==> src/rtl/stab_margin_detect.sv <==
// stab_margin_detect
//   Consumes the per-frequency loop-gain samples (gain in dB, phase) of one
//   stability sweep, finds the unity-gain (0 dB) and phase (-180 deg)
//   crossovers and reports phase margin, gain margin and a stability verdict
//   once per sweep.
//
// Ports
//   clk, rst          rising-edge clock, synchronous active-high reset
//   s_valid/s_ready   sample handshake; s_start / s_last frame the sweep
//   s_freq            sample frequency, unsigned Hz
//   s_gain            loop gain, signed Q8.8 dB
//   s_phase           loop phase, signed, 1/16 deg LSB (-180 deg = -2880)
//   r_valid/r_ready   result handshake; r_valid held until r_ready
//   r_ugf, r_pm       unity-gain crossover frequency, phase margin
//   r_pcf, r_gm       phase crossover frequency, gain margin
//   r_flags           {unstable, freq_err, cnt_sat, pcf_found, ugf_found}
//   r_count           samples accepted in the sweep (saturating)
module stab_margin_detect #(
  parameter int F_W   = 32,
  parameter int G_W   = 16,
  parameter int P_W   = 16,
  parameter int CNT_W = 12
) (
  input  logic                  clk,
  input  logic                  rst,
  input  logic                  s_valid,
  output logic                  s_ready,
  input  logic                  s_start,
  input  logic                  s_last,
  input  logic [F_W-1:0]        s_freq,
  input  logic signed [G_W-1:0] s_gain,
  input  logic signed [P_W-1:0] s_phase,
  output logic                  r_valid,
  input  logic                  r_ready,
  output logic [F_W-1:0]        r_ugf,
  output logic signed [P_W:0]   r_pm,
  output logic [F_W-1:0]        r_pcf,
  output logic signed [G_W:0]   r_gm,
  output logic [4:0]            r_flags,
  output logic [CNT_W-1:0]      r_count
);

  typedef enum logic [1:0] {IDLE, SWEEP, REPORT} state_e;

  localparam logic signed [P_W:0] PH_180 = (P_W+1)'(2880);

  // Phase relative to -180 deg, one bit wider so it never wraps.
  function automatic logic signed [P_W:0] ph_off(input logic signed [P_W-1:0] p);
    logic signed [P_W:0] e;
    e = {p[P_W-1], p};
    return e + PH_180;
  endfunction

  function automatic logic [P_W:0] ph_mag(input logic signed [P_W:0] v);
    return v[P_W] ? -v : v;
  endfunction

  function automatic logic [G_W:0] gain_mag(input logic signed [G_W-1:0] g);
    logic signed [G_W:0] e;
    e = {g[G_W-1], g};
    return e[G_W] ? -e : e;
  endfunction

  // Gain margin is the negated gain; the extra bit holds -(-2^(G_W-1)).
  function automatic logic signed [G_W:0] gm_calc(input logic signed [G_W-1:0] g);
    logic signed [G_W:0] e;
    e = {g[G_W-1], g};
    return -e;
  endfunction

  state_e                state_q, state_d;
  logic [F_W-1:0]        prev_freq_q, prev_freq_d;
  logic signed [G_W-1:0] prev_gain_q, prev_gain_d;
  logic signed [P_W-1:0] prev_phase_q, prev_phase_d;
  logic [CNT_W-1:0]      count_q, count_d;
  logic                  ugf_found_q, ugf_found_d;
  logic [F_W-1:0]        ugf_freq_q, ugf_freq_d;
  logic signed [P_W:0]   pm_q, pm_d;
  logic                  pcf_found_q, pcf_found_d;
  logic [F_W-1:0]        pcf_freq_q, pcf_freq_d;
  logic signed [G_W:0]   gm_q, gm_d;
  logic                  freq_err_q, freq_err_d;
  logic                  cnt_sat_q, cnt_sat_d;

  logic                  accept;
  logic signed [P_W:0]   prev_off, cur_off;
  logic                  ugf_cross, pcf_cross;

  assign accept   = s_valid & s_ready;
  assign prev_off = ph_off(prev_phase_q);
  assign cur_off  = ph_off(s_phase);

  // 0 dB crossing: prev >= 0 and cur strictly negative.
  assign ugf_cross = ~prev_gain_q[G_W-1] & s_gain[G_W-1];
  // -180 deg crossing: prev strictly above, cur at or below.
  assign pcf_cross = (~prev_off[P_W] & (prev_off != '0)) & (cur_off[P_W] | (cur_off == '0));

  // ---- state register ----
  always_ff @(posedge clk) begin
    if (rst) begin
      state_q      <= IDLE;
      prev_freq_q  <= '0;
      prev_gain_q  <= '0;
      prev_phase_q <= '0;
      count_q      <= '0;
      ugf_found_q  <= 1'b0;
      ugf_freq_q   <= '0;
      pm_q         <= '0;
      pcf_found_q  <= 1'b0;
      pcf_freq_q   <= '0;
      gm_q         <= '0;
      freq_err_q   <= 1'b0;
      cnt_sat_q    <= 1'b0;
    end else begin
      state_q      <= state_d;
      prev_freq_q  <= prev_freq_d;
      prev_gain_q  <= prev_gain_d;
      prev_phase_q <= prev_phase_d;
      count_q      <= count_d;
      ugf_found_q  <= ugf_found_d;
      ugf_freq_q   <= ugf_freq_d;
      pm_q         <= pm_d;
      pcf_found_q  <= pcf_found_d;
      pcf_freq_q   <= pcf_freq_d;
      gm_q         <= gm_d;
      freq_err_q   <= freq_err_d;
      cnt_sat_q    <= cnt_sat_d;
    end
  end

  // ---- next state ----
  always_comb begin
    state_d = state_q;
    case (state_q)
      IDLE:    if (accept && s_start) state_d = s_last ? REPORT : SWEEP;
      SWEEP:   if (accept && s_last)  state_d = REPORT;
      REPORT:  if (r_ready)           state_d = IDLE;
      default: state_d = IDLE;
    endcase
  end

  // ---- sweep accumulation ----
  always_comb begin
    prev_freq_d  = prev_freq_q;
    prev_gain_d  = prev_gain_q;
    prev_phase_d = prev_phase_q;
    count_d      = count_q;
    ugf_found_d  = ugf_found_q;
    ugf_freq_d   = ugf_freq_q;
    pm_d         = pm_q;
    pcf_found_d  = pcf_found_q;
    pcf_freq_d   = pcf_freq_q;
    gm_d         = gm_q;
    freq_err_d   = freq_err_q;
    cnt_sat_d    = cnt_sat_q;

    if (accept && s_start) begin
      // A start sample always opens a fresh sweep, even mid-sweep.
      count_d      = CNT_W'(1);
      ugf_found_d  = 1'b0;
      ugf_freq_d   = '0;
      pm_d         = '0;
      pcf_found_d  = 1'b0;
      pcf_freq_d   = '0;
      gm_d         = '0;
      freq_err_d   = 1'b0;
      cnt_sat_d    = 1'b0;
      prev_freq_d  = s_freq;
      prev_gain_d  = s_gain;
      prev_phase_d = s_phase;
    end else if (accept && state_q == SWEEP) begin
      if (count_q == '1) cnt_sat_d = 1'b1;
      else               count_d   = count_q + CNT_W'(1);

      if (s_freq <= prev_freq_q) freq_err_d = 1'b1;

      // Only the first crossing counts; the nearer sample wins, ties go to prev.
      if (!ugf_found_q && ugf_cross) begin
        ugf_found_d = 1'b1;
        if (gain_mag(prev_gain_q) <= gain_mag(s_gain)) begin
          ugf_freq_d = prev_freq_q;
          pm_d       = prev_off;
        end else begin
          ugf_freq_d = s_freq;
          pm_d       = cur_off;
        end
      end

      if (!pcf_found_q && pcf_cross) begin
        pcf_found_d = 1'b1;
        if (ph_mag(prev_off) <= ph_mag(cur_off)) begin
          pcf_freq_d = prev_freq_q;
          gm_d       = gm_calc(prev_gain_q);
        end else begin
          pcf_freq_d = s_freq;
          gm_d       = gm_calc(s_gain);
        end
      end

      prev_freq_d  = s_freq;
      prev_gain_d  = s_gain;
      prev_phase_d = s_phase;
    end
  end

  // ---- outputs ----
  always_comb begin
    s_ready = (state_q != REPORT);
    r_valid = (state_q == REPORT);
  end

  assign r_ugf   = ugf_freq_q;
  assign r_pm    = pm_q;
  assign r_pcf   = pcf_freq_q;
  assign r_gm    = gm_q;
  assign r_count = count_q;
  assign r_flags = {(ugf_found_q & pm_q[P_W]) | (pcf_found_q & gm_q[G_W]),
                    freq_err_q, cnt_sat_q, pcf_found_q, ugf_found_q};

endmodule

==> config.mk <==
export PLATFORM = sky130hd
export DESIGN_NAME = stab_margin_detect
export DESIGN_NICKNAME = d
export VERILOG_FILES = /design/src/rtl/stab_margin_detect.sv
export SDC_FILE = /design/constraint.sdc
export NUM_CORES = 1
export LEC_CHECK = 0
export CAP_MARGIN = 20
export CORE_UTILIZATION = 59
export DETAILED_ROUTE_END_ITERATION = 7
export PLACE_DENSITY = 0.87
export SLEW_MARGIN = 5
export SYNTH_ARGS = -nofsm -noshare
export SYNTH_HDL_FRONTEND = slang
export SYNTH_SLANG_ARGS = --single-unit
==> constraint.sdc <==
create_clock -name clk -period 11.47 [get_ports clk]
set_clock_uncertainty 0.05 [all_clocks]
set_input_delay 1.7205 -clock clk [delete_from_list [all_inputs] [get_ports clk]]
set_output_delay 1.7205 -clock clk [all_outputs]
set_load 0.02 [all_outputs]
==> results of run 1 <==
-- metrics by stage --
step | hold WS (ps) | instance area, um2
floorplan | 388 | 11100
global placement | 405 | 12900
detailed placement | 413 | 12900
CTS | 423 | 13500
global route | 443 | 13600
finish | 420 | 13600
-- registers in the layout (all words and copies together) (netlist names), 2 cells and up --
name and count:
r_count 12, r_pm 17, prev_phase_q 16, r_gm 17
r_pcf 32, prev_gain_q 16, state_q 2, prev_freq_q 32
r_ugf 32
-- worst paths after layout --
path	to	from	slack [ps]	depth (start not counted)
setup reg to reg	r_ugf[26]	prev_gain_q[0]	6510	15
hold / removal	prev_gain_q[1]	prev_gain_q[1]	420	2
hold reg to reg	prev_gain_q[1]	prev_gain_q[1]	420	2
setup / recovery	r_gm[1]	s_phase[6]	5000	16
-- area by class of cell --
| cell class | instances | area, um2 | area share [%] |
|---|---|---|---|
| multi-input combinational | 1085 | 6940 | 51.2 |
| clock inverter | 14 | 166 | 1.23 |
| inverter | 48 | 180 | 1.33 |
| tap | 229 | 287 | 2.11 |
| sequential | 180 | 3600 | 26.6 |
| antenna | 1 | 2.50 | 0.0185 |
| clock buffer | 18 | 429 | 3.17 |
| timing repair buffer | 196 | 1950 | 14.4 |
-- critical path, cell delays in order --
cell and delay [ps]:
clkdlybuf4s50_1 750, ha_1 400, xnor2_1 190, nand4b_1 320
a311oi_1 320, or2b_1 270, a21o_1 170, and2_1 140
ha_1 290, and4_1 200, nand4_1 160, a311o_1 390
a21oi_4 120, buf_4 730, mux2i_1 360, a211oi_2 110
-- power by group through the flow --
stage               Clock, uW  Sequential, uW  Combinational [uW]
detailed placement          0             680                 372
global placement            0             679                 361
CTS                       608             666                 377
finish                    602             666                 381
global route              631             669                 418
floorplan                   0             678                 263
-- layer usage --
layer	track usage, %	up-vias
met5	0	-
met4	14.9	2
met3	7.16	83
met2	52.6	410
met1	37.9	5010
li1	-	5136
-- cell families after synthesis --
group                      count (synthesis)  share of synthesized area, %
AOI/OAI and AO/OA                        387                          21.9
xor gates and xnor gates                  99                          7.78
adders and majority gates                 79                          8.87
buffers and inverters                    145                          5.64
DFF                                      180                          32.3
muxes                                     51                          4.58
other                                      2                        0.0674
and+or+nand+nor                          467                          18.8
-- synthesized netlist by cell type (4+ instances only) --
master / n / share of area (%)
a221o_1: 5 / 0.45
nand2b_1: 10 / 0.56
a211oi_2: 37 / 4.2
nor2b_1: 9 / 0.51
a31oi_1: 4 / 0.22
nand2_1: 194 / 6.5
ha_1: 79 / 8.9
xnor2_1: 54 / 4.2
nand3b_1: 5 / 0.34
buf_4: 11 / 0.74
mux2i_1: 51 / 4.6
nor4_1: 7 / 0.39
nand4_1: 19 / 1.1
xor2_1: 45 / 3.5
or4_1: 4 / 0.27
o21ai_0: 89 / 4.0
a21o_1: 18 / 1.2
nor3_1: 20 / 0.90
a21oi_1: 194 / 8.7
a211oi_1: 4 / 0.27
buf_2: 9 / 0.40
buf_1: 6 / 0.20
buf_6: 4 / 0.40
inv_1: 48 / 1.6
or3_1: 21 / 1.2
or2_2: 5 / 0.28
dfxtp_1: 180 / 32
nand3_1: 14 / 0.63
o21a_1: 4 / 0.27
nor2_1: 139 / 4.7
clkbuf_1: 66 / 2.2
-- cells in the final DEF (no fill, tap or decap), types with 19 or more instances in the layout --
cell             count
a21oi_1            193
nand2_1            193
clkdlybuf4s50_1    185
dfxtp_1            180
nor2_1             138
o21ai_0             89
ha_1                79
xnor2_1             54
mux2i_1             51
inv_1               48
xor2_1              45
a211oi_2            37
or3_1               21
nor3_1              20
nand4_1             19
==> metrics.md, run 1 <==
| Metric | Value |
|---|---|
| Outcome | `completed` |
| # IOs | `roughly 190` |
| Reg clk slew, reported paths | `about 70 ps` |
| Cells after Synth | `1,410` |
| Total power | `between 1500 and 2000 uW` |
| Setup TNS Final | `0 ps` |
| Sequential-to-total area share from yosys stat | `32.3%` |
| Routed Antenna Nets | `0` |
| Average size of a mapped cell | `around 7.9 um2` |
| Startpoint class of the critical path | `primary input` |
| Data arrival time of the critical path | `roughly 6700 ps` |
| Post-synth net total | `roughly 1,600` |
| Vias post-DR | `about 11,000` |
| Synth async-reset ratio | `0%` |
| Final WL | `approximately 31,000 um` |
| Final core occ | `74.5%` |
| Fin crit share | `about 56%` |
| Number of global-route vias before repair | `~10,000` |
| Net load switching power | `roughly 520 uW` |
| DP Worst Slack | `between 4000 and 5000 ps` |
| Post_cts resized | `0` |
| Share of cells above drive strength 1 | `about 6%` |
| Critical path required time | `roughly 12,000 ps` |
| Worst-path fanout max | `92` |
| Met2 WL | `between 10,000 and 15,000 um` |
| TritonCTS clock tree | `yes` |
| Critical path capture point type | `register` |
| Clock latency on the worst-skew pair | `440 ps` |
| Final setup fails | `0` |
| Seq cells post-synth | `180` |
| Worst Tran Pin Value | `slightly below 1000 ps` |
| Setup repair after global routing missed its margin | `false` |
| DRT Pass-1 Iters | `6` |
| CTS root buffer | `clkbuf_16` |
| GPL Wtd Cong | `roughly 0.91` |
| Starting Density | `61.2%` |
| Core area | `approximately 18,000 um2` |
| Wl on met1 | `13,000 um` |
| Non-Filler Instances | `1,771` |
| Netlist cell types | `67` |
| Area grow syn2layout | `21.7%` |
| Final min period | `approximately 6500 ps` |
| Die Wd | `about 140 um` |
| CTS Buffer Depth | `2` |
| Ys Warns | `0` |
| Largest net degree at the start of global routing | `100` |
| Setup Crit Path Kind | `primary input to register` |
| PD cells | `approximately 120 nW/um2` |
| Synthesized area | `roughly 11,000 um2` |
| Final Max Tran Viols | `0` |
| Ys flop type | `dfxtp_1` |
| GRT Util Overall | `a little under a third` |
| Clock Sink Count | `between 150 and 200` |
| Setup Buffers After CTS | `0` |
| Vias/cell | `roughly 6` |
| Hold Buf Count CTS | `0` |
| Max-cap violations | `0` |
| Final Hold Fails | `0` |
| Rel. slew slack | `around 34%` |
| Fmax | `between 150 and 200 MHz` |
| Combinational fraction of design power | `23.1%` |
| Pleak | `0.00525 uW` |
| Sw Ratio | `about a third` |
| Drt drc | `0` |
| Fin nets | `between 1,500 and 2,000` |
| Initial antenna violation count | `2` |
| IO buf count | `roughly 190` |
| # fillers | `about 1,300` |
| Flop pwr share | `about two fifths` |
| Hpwl dp | `~20,000 um` |
| Die Ht | `about 140 um` |
| Internal Power | `1130 uW` |
| DP Cell Count | `1,737` |
| Clock share of power | `around 37%` |
| Total CTS buffers | `17` |
| Final WS setup | `approximately 5000 ps` |
| 1st-iter DRT viols | `839` |
| Total die area | `between 15,000 and 20,000 um2` |
| First-pass GRT wire length | `~50,000 um` |
| Site row count | `around 50` |
| CTS H-tree lvls | `4` |
| Hold Crit Class | `register to register` |
| Congestion Overflow GR | `0` |
| Peak supply drop | `about 110 uV` |
| Routed WL per cell | `17.5 um` |
| Number of synthesized flops with an enable pin | `0` |
| Routed length on met3 | `between 2000 and 2500 um` |
| Max layer used | `met5` |
Note: power is estimated with default switching activity, not from simulation.
==> inputs of run 2 (changes only) <==
--- a/config.mk
+++ b/config.mk
@@ -6,9 +6,9 @@
 export NUM_CORES = 1
 export LEC_CHECK = 0
 export CAP_MARGIN = 20
-export CORE_UTILIZATION = 59
+export CORE_UTILIZATION = 49
 export DETAILED_ROUTE_END_ITERATION = 7
-export PLACE_DENSITY = 0.87
+export PLACE_DENSITY = 0.77
 export SLEW_MARGIN = 5
 export SYNTH_ARGS = -nofsm -noshare
 export SYNTH_HDL_FRONTEND = slang
==> constraint.sdc (replaced) <==
create_clock -name clk -period 5.6 [get_ports clk]
set_clock_uncertainty 0.05 [all_clocks]
set_input_delay 0.84 -clock clk [delete_from_list [all_inputs] [get_ports clk]]
set_output_delay 0.84 -clock clk [all_outputs]
set_load 0.02 [all_outputs]
==> run 2 against run 1 <==
Compared with the run above: the flow now finishes with violations (DRC); sequential share of layout area fell by 0.33 points; non-clock buffer count rose by 9; combinational power up 110%; flip-flop and latch count stayed put; sequential power up 110%; via count is 0.60% lower; die area up 20%; clock power up 110%.
==> metrics.md, run 2 (synthesized netlist as in run 1, its figures left out) <==
| Metric | Value |
|---|---|
| Area grow syn2layout | `23.3%` |
| Final Max Tran Viols | `0` |
| Sw Ratio | `31.9%` |
| Vias post-DR | `about 11,000` |
| CTS root buffer | `clkbuf_16` |
| PD cells | `249 nW/um2` |
| # IOs | `about 190` |
| GPL Wtd Cong | `0.882` |
| Hold Buf Count CTS | `0` |
| TritonCTS clock tree | `yes` |
| Share of cells above drive strength 1 | `under 10%` |
| Routed Antenna Nets | `0` |
| DRT Pass-1 Iters | `7` |
| Pleak | `around 0.0053 uW` |
| First-pass GRT wire length | `approximately 53,000 um` |
| Max-cap violations | `0` |
| Fin crit share | `90.8%` |
| Setup Crit Path Kind | `primary input to register` |
| Worst Tran Pin Value | `just over 900 ps` |
| Reg clk slew, reported paths | `approximately 70 ps` |
| Final setup fails | `0` |
| Hpwl dp | `~22,000 um` |
| Design area | `13,700 um2` |
| Combinational fraction of design power | `between 20% and 30%` |
| GRT Util Overall | `27.6%` |
| Site row count | `54` |
| Clock Sink Count | `between 150 and 200` |
| Setup Buffers After CTS | `0` |
| Setup repair after global routing missed its margin | `false` |
| Clock latency on the worst-skew pair | `roughly 430 ps` |
| Non-Filler Instances | `1,830` |
| Data arrival time of the critical path | `approximately 5300 ps` |
| Final core occ | `slightly above 60%` |
| Final Hold Fails | `0` |
| Initial antenna violation count | `1` |
| Flop pwr share | `~40%` |
| Total CTS buffers | `17` |
| Largest net degree at the start of global routing | `100` |
| Final min period | `5090 ps` |
| Critical path capture point type | `register` |
| Internal Power | `2330 uW` |
| Failing checks | `DRC` |
| CTS Buffer Depth | `2` |
| Starting Density | `50.6%` |
| Rel. slew slack | `roughly two fifths` |
| Final WL | `32,100 um` |
| Peak supply drop | `between 200 and 250 uV` |
| Total die area | `23,300 um2` |
| Congestion Overflow GR | `0` |
| Clock share of power | `roughly 37%` |
| Drt drc | `5` |
| Outcome | `finished, violations left` |
| Core area | `roughly 22,000 um2` |
| Critical path required time | `5830 ps` |
| Die Wd | `between 150 and 200 um` |
| CTS H-tree lvls | `4` |
| Vias/cell | `roughly 5.8` |
| DP Cell Count | `1,798` |
| Setup TNS Final | `0 ps` |
| Number of global-route vias before repair | `10,296` |
| Fmax | `197 MHz` |
| Worst-path fanout max | `17` |
| IO buf count | `186` |
| Net load switching power | `~1100 uW` |
| Post_cts resized | `0` |
| Fin nets | `~1,700` |
| Most frequent cells in the layout | `a21oi_1 (193), nand2_1 (193), clkdlybuf4s50_1 (185)` |
| 1st-iter DRT viols | `598` |
| Placed Area | `around 13,000 um2` |
| Routed WL per cell | `between 15 and 20 um` |
| Startpoint class of the critical path | `primary input` |
| Die Ht | `153 um` |
| Hold Crit Class | `register to register` |
-- run 2: layer usage --
| metal | part of all wire (%) | global-route usage, % |
|---|---|---|
| met1 | 43 | 33.6 |
| met2 | 49 | 48.5 |
| met3 | 5.7 | 4.55 |
| met4 | 2.6 | 10.7 |
| met5 | 0 | 0 |
-- run 2: worst max-delay path, stage by stage --
cell	delay, ps
clkdlybuf4s50_1	520
inv_1	100
ha_1	210
nor3b_1	260
nand2_1	160
or4_1	510
or4_1	470
nand2_1	100
xor2_1	90
ha_1	300
nand4_1	130
or4_1	550
o211ai_1	310
buf_4	390
mux2i_1	260
a21oi_1	100
-- run 2: path summary, 6_finish.rpt --
check                 startpoint              to  slack [ps]  depth (start not counted)
setup reg to reg  prev_gain_q[0]       r_ugf[12]         860                         15
setup / recovery       s_gain[0]       r_ugf[12]         510                         16
hold reg to reg   prev_freq_q[3]  prev_freq_q[3]         420                          2
hold / removal    prev_freq_q[3]  prev_freq_q[3]         420                          2
-- run 2: final cells by class --
| type | count | area, um2 |
|---|---|---|
| repair buffers | 205 | 2040 |
| fillers | 1933 | 8300 |
| well taps | 280 | 350 |
| inverters | 48 | 180 |
| clock inverters | 14 | 191 |
| flip-flops and latches | 180 | 3600 |
| multi-input cells | 1085 | 6940 |
| clock buffers | 17 | 425 |
| diodes | 1 | 2.50 |
-- run 2: power groups by stage --
stage / combinational [uW] / sequential (uW) / clock (uW)
final: 794 / 1370 / 1260
after global routing: 875 / 1370 / 1330
after CTS: 791 / 1360 / 1280
after detailed placement: 783 / 1390 / 0
after global placement: 763 / 1390 / 0
after floorplan: 538 / 1390 / 0
-- run 2: through the flow --
| stage | total power [uW] | hold WS, ps | setup slack, ps |
|---|---|---|---|
| 6_report | 3420 | 423 | 513 |
| 5_1_grt | 3580 | 444 | 191 |
| 4_1_cts | 3430 | 423 | 503 |
| 3_5_place_dp | 2180 | 415 | 110 |
| 3_3_place_gp | 2150 | 407 | 262 |
| 2_1_floorplan | 1930 | 388 | 820 |
==> inputs of run 3 (changes only) <==
==> constraint.sdc (replaced) <==
create_clock -name clk -period 4.46 [get_ports clk]
set_clock_uncertainty 0.05 [all_clocks]
set_input_delay 0.669 -clock clk [delete_from_list [all_inputs] [get_ports clk]]
set_output_delay 0.669 -clock clk [all_outputs]
set_load 0.02 [all_outputs]
==> run 3 against run 2 <==
Compared with the run above: the flow still finishes with violations (DRC); setup slack lost 350 ps; critical endpoint is now r_pcf[0]; core utilization increased by 4.2 points; largest power group unchanged; flip-flop and latch count unchanged; final area up 6.8%; clock power grew 25%; hold slack improved by 2.3 ps; first-iteration DRC count rose by 45%.
==> metrics.md, run 3 (synthesized netlist as in run 1, its figures left out) <==
| Metric | Value |
|---|---|
| Initial antenna violation count | `0` |
| Net load switching power | `1440 uW` |
| GRT Util Overall | `~28%` |
| Clock share of power | `35.0%` |
| Routed Antenna Nets | `0` |
| # IOs | `~190` |
| Non-Filler Instances | `~1,900` |
| Reg2reg setup slack | `240 ps` |
| Final setup fails | `0` |
| Pleak | `0.00586 uW` |
| Routed WL per cell | `about 18 um` |
| Critical path required time | `4690 ps` |
| IO buf count | `about 190` |
| Rel. slew slack | `between 40% and 50%` |
| Peak supply drop | `approximately 220 uV` |
| Fmax | `around 230 MHz` |
| Final Max Tran Viols | `0` |
| Multi-input gate area | `7010 um2` |
| Congestion Overflow GR | `0` |
| Vias post-DR | `around 11,000` |
| TritonCTS clock tree | `yes` |
| Failing checks | `DRC` |
| Share of cells above drive strength 1 | `roughly 13%` |
| Commonest non-fill, non-tap cell in the layout | `a21oi_1` |
| Final WL | `about 34,000 um` |
| Vias/cell | `between 5 and 6` |
| Internal Power | `~3000 uW` |
| Startpoint class of the critical path | `primary input` |
| Site row count | `54` |
| CTS root buffer | `clkbuf_16` |
| Worst-path fanout max | `10` |
| FF/Latch Area | `approximately 3600 um2` |
| Worst Tran Pin Value | `around 860 ps` |
| Fin nets | `1,776` |
| Final min period | `around 4300 ps` |
| CTS H-tree lvls | `4` |
| Clock latency on the worst-skew pair | `440 ps` |
| Die Wd | `roughly 150 um` |
| PD cells | `roughly 310 nW/um2` |
| Fin crit share | `between 90% and 100%` |
| Setup TNS Final | `0 ps` |
| Most frequent cells in the layout | `a21oi_1 (192), nand2_1 (191), clkdlybuf4s50_1 (182)` |
| Data arrival time of the critical path | `~4500 ps` |
| 1st-iter DRT viols | `~870` |
| Total die area | `23,300 um2` |
| Core area | `about 22,000 um2` |
| Hpwl dp | `23,700 um` |
| Sw Ratio | `roughly a third` |
| Outcome | `finished, violations left` |
| Total CTS buffers | `17` |
| Area grow syn2layout | `31.6%` |
| Drt drc | `4` |
| Largest net degree at the start of global routing | `65` |
| # fillers | `1,822` |
| Hold Crit Class | `register to register` |
| Die Ht | `153 um` |
| Number of global-route vias before repair | `10,790` |
| First-pass GRT wire length | `54,000 um` |
| Reg2reg path depth | `16` |
| Final Hold Fails | `0` |
| Reg clk slew, reported paths | `roughly 70 ps` |
| DP Cell Count | `between 1,500 and 2,000` |
| Max-cap violations | `0` |
| Starting Density | `roughly 51%` |
| CTS Buffer Depth | `2` |
| DRT Pass-1 Iters | `7` |
| Clock Sink Count | `between 150 and 200` |
| ANT cells | `0` |
| Hold path depth | `2` |
| Critical path capture point type | `register` |
| Flop pwr share | `38.3%` |
| GPL Wtd Cong | `approximately 0.9` |
| Combinational fraction of design power | `between 20% and 30%` |
| Setup Crit Path Kind | `primary input to register` |
| Total power | `approximately 4500 uW` |
-- run 3: cell types whose count changed in the layout (fill, tap and decap cells not counted), sizes merged --
cell / before / now
bufinv: 2 / 1
clkinvlp: 1 / 0
inv: 54 / 55
buf: 20 / 103
dlymetal6s2s: 0 / 3
clkdlybuf4s50: 185 / 182
clkbuf: 17 / 26
diode: 1 / 0
-- run 3: repair_timing --
item,in CTS,in global routing
hold buffers,0,0
buffers inserted,0,4
endpoints found under the setup margin,0,92
resized for setup,0,26
-- run 3: worst paths after layout --
path                   start              end
max               s_phase[8]         r_pcf[0]
min reg2reg  prev_freq_q[23]  prev_freq_q[23]
max reg2reg  prev_phase_q[8]         r_pcf[0]
min          prev_freq_q[23]  prev_freq_q[23]
-- run 3: layout make-up --
class	instances	share of cell area, %
Clock buffer	19	3.09
Inverter	48	1.23
Multi-Input combinational cell	1085	47.8
Tap cell	280	2.39
Timing Repair Buffer	295	19.8
Clock inverter	13	1.06
Sequential cell	180	24.6
-- run 3: per-stage QoR --
step | hold WS (ps) | worst slack, ps | area (um2) | util [%]
3_5_place_dp | 412 | -361 | 13700 | 62.4
4_1_cts | 423 | 48.5 | 14400 | 65.2
2_1_floorplan | 388 | 83.9 | 11100 | -
3_3_place_gp | 405 | -278 | 13700 | 62.4
6_report | 425 | 159 | 14700 | 66.5
5_1_grt | 433 | -12.3 | 14700 | 66.5
-- run 3: power groups by stage --
stage               registers, uW  logic, uW  clock network [uW]
floorplan                    1740        676                   0
global placement             1750       1050                   0
detailed placement           1750       1070                   0
CTS                          1710       1090                1580
global route                 1720       1300                1640
finish                       1710       1190                1570
-- run 3: routing by layer --
metal / up-vias / global-route usage, % / share of wire, %
met5: - / 0 / 0
met4: 0 / 11.8 / 3.0
met3: 78 / 6.37 / 6.6
met2: 396 / 48.7 / 48
met1: 5226 / 34.1 / 42
li1: 5345 / - / -
-- run 3: critical path, cell delays in order --
cell,delay [ps]
clkdlybuf4s50_1,470
or4b_1,530
nor3_1,220
o32ai_1,150
or2b_1,250
a21o_1,170
and2_1,130
ha_1,280
and4_1,220
nand4_1,160
a311o_1,350
a21oi_4,260
buf_4,180
clkbuf_16,170
mux2i_2,230
a211oi_2,90
